--- src/rtl/multiplicador_shift_add_param.sv ---
// Sequential unsigned N x N -> 2N shift-and-add multiplier built around a
// parameterised carry look-ahead adder (one N-bit add per clock).

// Parameterised carry look-ahead adder: every carry is expanded from the
// generate/propagate terms and C_in rather than rippled from the previous bit.
module somador_carry_look_ahead_param #(
  parameter int unsigned N = 8
) (
  input  logic [N-1:0] A,
  input  logic [N-1:0] B,
  input  logic         C_in,
  output logic [N-1:0] S,
  output logic         C_out
);

  logic [N-1:0] g;
  logic [N-1:0] p;
  logic [N:0]   c;
  logic         prop;

  // Lookahead carries: c[i+1] = g[i] | p[i]g[i-1] | ... | p[i..0]C_in
  always_comb begin
    g    = A & B;
    p    = A ^ B;
    c    = '0;
    prop = 1'b0;
    c[0] = C_in;
    for (int i = 0; i < int'(N); i++) begin
      c[i+1] = g[i];
      prop   = p[i];
      for (int j = i - 1; j >= 0; j--) begin
        c[i+1] = c[i+1] | (prop & g[j]);
        prop   = prop & p[j];
      end
      c[i+1] = c[i+1] | (prop & C_in);
    end
  end

  assign S     = p ^ c[N-1:0];
  assign C_out = c[N];

endmodule

module multiplicador_shift_add_param #(
  parameter int unsigned N = 8
) (
  input  logic           clk,
  input  logic           rst,
  input  logic           start,
  input  logic [N-1:0]   A,
  input  logic [N-1:0]   B,
  output logic [2*N-1:0] P,
  output logic           busy,
  output logic           done
);

  localparam int unsigned CntW = $clog2(N + 1);

  typedef enum logic [1:0] {StIdle, StCalc, StDone} state_e;

  state_e           state_q, state_d;
  logic [N-1:0]     m_q, m_d;
  logic [N-1:0]     acc_q, acc_d;
  logic [N-1:0]     q_q, q_d;
  logic [CntW-1:0]  cnt_q, cnt_d;
  logic [2*N-1:0]   p_q, p_d;

  logic [N-1:0]     add_b;
  logic [N-1:0]     sum;
  logic             c_out;

  // Add the multiplicand only when the current multiplier bit is set.
  assign add_b = q_q[0] ? m_q : '0;

  somador_carry_look_ahead_param #(
    .N (N)
  ) u_cla (
    .A     (acc_q),
    .B     (add_b),
    .C_in  (1'b0),
    .S     (sum),
    .C_out (c_out)
  );

  // Next-state logic: load in idle, shift {C_out, S, Q} right once per calc cycle.
  always_comb begin
    state_d = state_q;
    m_d     = m_q;
    acc_d   = acc_q;
    q_d     = q_q;
    cnt_d   = cnt_q;
    p_d     = p_q;
    unique case (state_q)
      StIdle: begin
        if (start) begin
          m_d     = A;
          q_d     = B;
          acc_d   = '0;
          cnt_d   = '0;
          state_d = StCalc;
        end
      end
      StCalc: begin
        // Carry out is kept as the new MSB of the high half.
        acc_d = {c_out, sum[N-1:1]};
        q_d   = {sum[0], q_q[N-1:1]};
        cnt_d = cnt_q + CntW'(1);
        if (cnt_q == CntW'(N - 1)) begin
          p_d     = {c_out, sum, q_q[N-1:1]};
          state_d = StDone;
        end
      end
      StDone: begin
        state_d = StIdle;
      end
      default: begin
        state_d = StIdle;
      end
    endcase
  end

  // State register with synchronous reset; reset also aborts any multiply.
  always_ff @(posedge clk) begin
    if (rst) begin
      state_q <= StIdle;
      m_q     <= '0;
      acc_q   <= '0;
      q_q     <= '0;
      cnt_q   <= '0;
      p_q     <= '0;
    end else begin
      state_q <= state_d;
      m_q     <= m_d;
      acc_q   <= acc_d;
      q_q     <= q_d;
      cnt_q   <= cnt_d;
      p_q     <= p_d;
    end
  end

  assign P    = p_q;
  assign busy = (state_q == StCalc);
  assign done = (state_q == StDone);

endmodule
--- config.mk ---
export PLATFORM = sky130hd
export DESIGN_NAME = multiplicador_shift_add_param
export DESIGN_NICKNAME = d
export VERILOG_FILES = /design/src/rtl/multiplicador_shift_add_param.sv
export SDC_FILE = /design/constraint.sdc
export NUM_CORES = 1
export LEC_CHECK = 0
export CORE_ASPECT_RATIO = 1.4
export CORE_MARGIN = 2
export CORE_UTILIZATION = 52
export CTS_CLUSTER_SIZE = 40
export DETAILED_ROUTE_END_ITERATION = 7
export GPL_ROUTABILITY_DRIVEN = 0
export PLACE_DENSITY = 0.79
export SYNTH_ARGS = -nofsm -noshare
export SYNTH_HDL_FRONTEND = slang
export SYNTH_SLANG_ARGS = --single-unit
--- constraint.sdc ---
create_clock -name clk -period 2.2 [get_ports clk]
set_input_delay 0.44 -clock clk [delete_from_list [all_inputs] [get_ports clk]]
set_output_delay 0.44 -clock clk [all_outputs]
set_load 0.05 [all_outputs]
==> run_results.csv, run 1 <==
group,metric,value,unit
cells_and_area,final_common_cell,"nand2_1",
critical_path,cp-startpoint,"state_q[1]",
synthesis,yosys_warnings,0,
cells_and_area,fin_nets,323,
drt,avgViaCountPerCell,5.47,
clock_tree,cts_htree_levels,2,
sta,fin_ws,181,ps
placed_design,portBuffers,36,
drt,avgRoutedWirePerCell,13.7,um
critical_path,r2r-end,"P[14]",
clock_tree,cts_root_buf,"clkbuf_8",
cells_and_area,layout-drive-gt1-share,7.46,%
floorplanning,die_h,78.5,um
sta,slew_viol_final,0,
sta,grt_setup_unrepaired,"false",
sta,layout_min_cycle_time,2020,ps
synthesis,synth_cell_type_count,42,
drt,drt-total-wl,4.65,mm
clock_tree,cts_buffers,5,
critical_path,crit_type,"register to output pin",
power_and_ir_drop,vdd_drop_max,0.000609,V
grt,grt_usage,22.9,%
critical_path,cp.arrival,1580,ps
critical_path,rr_worst_depth,7,
sta,finalClockSkew,3.35,ps
synthesis,synth_seq_area_share,44.6,%
power_and_ir_drop,powerDensity,643,nW/um^2
sta,layout_worst_path_cycle_share,91.8,%
critical_path,crit_fanout,11,
synthesis,synth_top_area_share,44.6,%
grt,grt_overflow_total,0,
cells_and_area,layout_common_cells,"nand2_1, dfxtp_1, clkdlybuf4s50_1",
floorplanning,num_rows,27,
placed_design,dp_hpwl,3.31,mm
cells_and_area,antenna_cells,0,
drt,routed.top_layer,"met4",
drt,wl_met1,2.04,mm
clock_tree,cts_setup_buffers,0,
clock_tree,clock_latency,300,ps
synthesis,syn_avg_cell_area,8.09,sq um
sta,hold_viol,0,
sta,maxSlewHeadroom,66.4,%
drt,ant_nets,0,
sta,timing.hold.ws,455,ps
critical_path,ff2ff_setup_slack,210,ps
critical_path,endpoint,"busy",
clock_tree,ctsHoldBuffers,0,
synthesis,syn_nets,284,
floorplanning,num_io_pins,37,
run_status,outcome,"finished clean",
synthesis,netlist_top_cells_area,"dfxtp_1, nand2_1, a21oi_1",
cells_and_area,area_growth,26.3,%
synthesis,synth.largest_area_cell,"dfxtp_1",
floorplanning,core,3880,sq um
placed_design,dp_slack,226,ps
placed_design,placed_cell_area,2490,sq um
critical_path,setup.worst_path.end_class,"output pin",
sta,fin_setup_tns,0,ps
drt,drt_iter0_markers,40,
drt,first_pass_iters,4,
floorplanning,initial_utilization,53.1,%
drt,met2_length,2.32,mm
min_path,hold_class,"register to register",
clock_tree,clkTransAtPathRegs,80,ps
synthesis,syn-cell-area,2060,sq um
floorplanning,die_area,4490,sq um
clock_tree,post_cts_resized,0,
clock_tree,clkSinkCount,46,
critical_path,start_kind,"register",
synthesis,synth_cells,255,
synthesis,synth-seq-cells,46,
critical_path,reg2reg_from,"q_q[0]",
grt,antenna_found_initial,0,
drt,vias,1848,
critical_path,crit_required,1760,ps
grt,grt_pass1_vias,1827,
cells_and_area,finish.utilization,67.1,%
floorplanning,dieWidth,57.2,um
clock_tree,clk_path_buf_depth,2,
cells_and_area,final_area,2610,sq um
clock_tree,cts_tree,"built",
drt,dr_wl_met3,203,um
grt,grt_pass1_wl,8.11,mm
sta,worst_slew_pin_slew,503,ps
flow_run,maxCapViolCount,0,
sta,fmax,495,MHz
drt,drc_errors,0,
sta,setup_viol,0,
power_and_ir_drop,leakage,1.05,nW
grt,grt_max_degree,30,
## per-stage QoR
stage,std cells,total power (W)
3_5_place_dp,330,0.00107
6_report,338,0.00168
2_1_floorplan,255,0.000990
4_1_cts,338,0.00169
3_3_place_gp,330,0.00107
5_1_grt,338,0.00174
## Yosys cell counts
cell type,number
o21a_1,1
nor3_1,5
clkbuf_1,6
nand2b_1,1
and3_1,2
or4_1,1
nor4_1,1
and4_1,1
o21bai_1,1
nor4b_1,2
inv_1,1
ha_1,9
fa_1,1
a211oi_2,1
xnor2_1,3
nand2_1,54
o21ai_0,6
a22oi_1,4
a21o_1,4
or2_1,1
and3_2,1
clkinv_1,1
buf_2,3
nor2b_1,1
a221oi_2,1
a32o_1,1
and2_1,9
xor2_1,1
nand4_1,2
nor2_1,26
dfxtp_1,46
a211oi_1,2
nand3b_1,2
buf_1,3
a31oi_1,2
or2_2,1
nand3_1,8
o31ai_1,2
buf_6,1
buf_4,1
a21oi_1,34
o21ai_1,2
## per-layer routing
metal  vias up  track usage (%)
met2        35             38.4
met4         0             10.0
met3         9             4.78
li1        953                -
met1       851             28.0
met5         -                0
## cell families after synthesis
logic type	Yosys count	share of synthesized area, %
AO/OA/AOI/OAI	61	17.7
XOR/XNOR	4	1.70
adder cells (fa/ha/maj)	10	6.43
buffers and inverters	16	3.64
flip-flops	46	44.6
AND/OR/NAND/NOR	118	25.9
## sequential cells by signal, summed over array words and instances, names as in the netlist
register and count:
P 16, state_q 2, q_q 8, cnt_q 4, acc_q 8, m_q 8
## how the worst min path moves through the flow
stage	start	end	slack (ps)	depth (start not counted)
finish	m_q[7]	m_q[7]	460	2
detailed placement	m_q[7]	m_q[7]	440	2
global route	P[2]	P[2]	480	2
global placement	m_q[7]	m_q[7]	440	2
floorplan	m_q[0]	m_q[0]	430	2
CTS	m_q[7]	m_q[7]	450	2
## worst max-delay path: stages (launching register included)
cell and delay (ps):
dfxtp_1 340, nand2b_1 360, inv_1 180, buf_4 230
buf_12 160
## layout make-up
class / count / area (sq um)
inverters: 2 / 7.51
multi-input cells: 193 / 1070
well taps: 43 / 53.8
clock buffers: 6 / 72.6
fillers: 354 / 1280
clock inverters: 2 / 37.5
flip-flops and latches: 46 / 921
repair buffers: 46 / 445
## power breakdown
part	internal, W	leakage (nW)	switching (W)	total [W]
clock	0.000339	0.0514	0.000286	0.000625
combinational	0.0000759	0.620	0.0000954	0.000171
sequential	0.000858	0.374	0.0000205	0.000879
total	0.00127	1.05	0.000402	0.00168
Note: power is estimated with default switching activity, not from simulation.
==> run 2: changes to the inputs <==
--- a/config.mk
+++ b/config.mk
@@ -7,11 +7,10 @@
 export LEC_CHECK = 0
 export CORE_ASPECT_RATIO = 1.4
 export CORE_MARGIN = 2
-export CORE_UTILIZATION = 52
+export CORE_UTILIZATION = 35
 export CTS_CLUSTER_SIZE = 40
 export DETAILED_ROUTE_END_ITERATION = 7
 export GPL_ROUTABILITY_DRIVEN = 0
-export PLACE_DENSITY = 0.79
 export SYNTH_ARGS = -nofsm -noshare
 export SYNTH_HDL_FRONTEND = slang
 export SYNTH_SLANG_ARGS = --single-unit
==> run 2 against run 1 <==
Net effect:
- die area is 45% higher
- utilization down 22 points
- register-to-register slack improved by 70 ps
- clock power grew 0.6%
- largest cell class unchanged
- maximum frequency increased by 0.50%
- via count shrank 0.32%
- global-route usage down 6.5 points
- critical path depth decreased by 2
- highest routed layer unchanged
- hold slack lost 3.9 ps
- worst setup slack better by 10 ps
- first-iteration DRC count increased by 65%
==> run_results.csv, run 2 (synthesis gave the netlist of run 1 again) <==
group,metric,value,unit
run_status,outcome,"finished clean",
clock_tree,cts_tree,"built",
drt,ant_nets,0,
sta,finalClockSkew,10.0,ps
grt,antenna_found_initial,0,
critical_path,crit_fanout,3,
grt,grt_max_degree,30,
drt,avgViaCountPerCell,5.06,
sta,fmax,498,MHz
critical_path,ff2ff_setup_slack,280,ps
min_path,hold_class,"register to register",
critical_path,reg2reg_from,"q_q[0]",
critical_path,r2r-end,"P[14]",
critical_path,crit_type,"register to output pin",
critical_path,setup.worst_path.end_class,"output pin",
cells_and_area,area_growth,27.6,%
placed_design,portBuffers,36,
power_and_ir_drop,internal_power,0.00127,W
power_and_ir_drop,vdd_drop_max,0.000371,V
power_and_ir_drop,leakage,1.04,nW
clock_tree,clk_path_buf_depth,2,
critical_path,rr_worst_depth,7,
drt,drt_iter0_markers,66,
placed_design,dp_slack,219,ps
power_and_ir_drop,switchingPower,0.000408,W
critical_path,cpLargestDelayFamily,"buffers and inverters",
drt,avgRoutedWirePerCell,13.2,um
clock_tree,cts_setup_buffers,0,
cells_and_area,finish.utilization,45.5,%
sta,layout_worst_path_cycle_share,91.3,%
sta,grt_setup_unrepaired,"false",
min_path,min_from,"m_q[2]",
clock_tree,ctsHoldBuffers,0,
drt,first_pass_iters,4,
critical_path,cp.arrival,1570,ps
drt,vias,1842,
power_and_ir_drop,p_clk_share,37.4,%
clock_tree,cts_htree_levels,2,
floorplanning,dieWidth,68.9,um
critical_path,crit_path_max_incr_delay,800,ps
grt,grt_usage,16.4,%
sta,timing.hold.ws,451,ps
sta,hold_viol,0,
cells_and_area,nFillCells,623,
drt,drt-total-wl,4.81,mm
floorplanning,initial_utilization,35.7,%
min_path,hold_path_end,"m_q[2]",
critical_path,crit_required,1760,ps
sta,setup_viol,0,
grt,grt_pass1_vias,1771,
cells_and_area,antenna_cells,0,
clock_tree,clkSinkCount,46,
grt,grt_pass1_wl,8.12,mm
power_and_ir_drop,pwr-share-comb,10.4,%
floorplanning,num_io_pins,37,
placed_design,dp_hpwl,3.46,mm
cells_and_area,largest_reg_flops,16,
cells_and_area,layout_common_cells,"nand2_1, dfxtp_1, clkdlybuf4s50_1",
floorplanning,die_area,6530,sq um
grt,grt_overflow_total,0,
flow_run,maxCapViolCount,0,
sta,maxSlewHeadroom,66.3,%
sta,worst_slew_pin_slew,504,ps
clock_tree,cts_buffers,5,
sta,layout_min_cycle_time,2010,ps
critical_path,worst-path-buf-inv,1,
cells_and_area,fin_nets,322,
power_and_ir_drop,p_seq_share,52.2,%
sta,fin_ws,191,ps
sta,slew_viol_final,0,
power_and_ir_drop,swShare,24.2,%
clock_tree,clkTransAtPathRegs,90,ps
sta,fin_setup_tns,0,ps
floorplanning,die_h,94.8,um
power_and_ir_drop,powerDensity,639,nW/um^2
min_path,hold_path_depth,2,
critical_path,start_kind,"register",
floorplanning,core,5780,sq um
cells_and_area,final_common_cell,"nand2_1",
power_and_ir_drop,p_total,0.00168,W
floorplanning,num_rows,33,
cells_and_area,layout-drive-gt1-share,7.48,%
critical_path,path_cells,"nor2b_1 -> clkdlybuf4s50_1",
clock_tree,clock_latency,300,ps
critical_path,critPathSlowestCell,"clkdlybuf4s50_1",
drt,drc_errors,0,
clock_tree,cts_root_buf,"clkbuf_8",
## run 2: per-stage QoR
stage / cell area [sq um] / cells
floorplan: 2060 / 255
global placement: 2520 / 356
detailed placement: 2520 / 356
CTS: 2630 / 364
global route: 2630 / 364
finish: 2630 / 364
## run 2: cell type report
cell class / count / area, sq um / area share [%]
multi-input combinational: 193 / 1070 / 40.5
sequential: 46 / 922 / 35.0
timing repair buffer: 45 / 438 / 16.6
tap: 70 / 87.6 / 3.33
clock buffer: 6 / 72.6 / 2.76
clock inverter: 2 / 37.5 / 1.43
inverter: 2 / 7.51 / 0.285
## run 2: how the worst max path moves through the flow
stage | endpoint | slack, ps | cells after the start | from
after global placement | acc_q[6] | 290 | 7 | q_q[0]
after CTS | done | 180 | 2 | state_q[1]
after global routing | done | 90 | 2 | state_q[1]
after detailed placement | acc_q[6] | 220 | 7 | q_q[0]
final | done | 190 | 2 | state_q[1]
after floorplan | acc_q[6] | 450 | 7 | q_q[0]
## run 2: timing repair
item                                    CTS  global route
gates resized for setup                   0             1
hold endpoints to repair                  0             0
endpoints found under the setup margin    0             1
## run 2: power groups by stage
stage	registers (W)	clock network (W)	logic, W
after floorplan	0.000891	0	0.0000987
after global placement	0.000898	0	0.000174
after detailed placement	0.000898	0	0.000175
after CTS	0.000879	0.000650	0.000177
after global routing	0.000883	0.000683	0.000197
final	0.000879	0.000629	0.000175
## run 2: layer usage
metal	routed length (um)	global-route usage, %	part of all wire [%]	vias to the layer above
met3	180	2.74	3.7	2
met5	0	0	0	-
met2	2380	27.4	50	32
li1	-	-	-	947
met4	24	4.41	0.50	0
met1	2230	21.5	46	861
## run 2: worst reg2reg max path, cell delays in order (launching register included)
cell	delay, ps
dfxtp_2	370
and2_1	180
ha_1	350
nand2_1	90
nor3_1	260
o21ai_1	120
or4_1	410
nand3_1	90
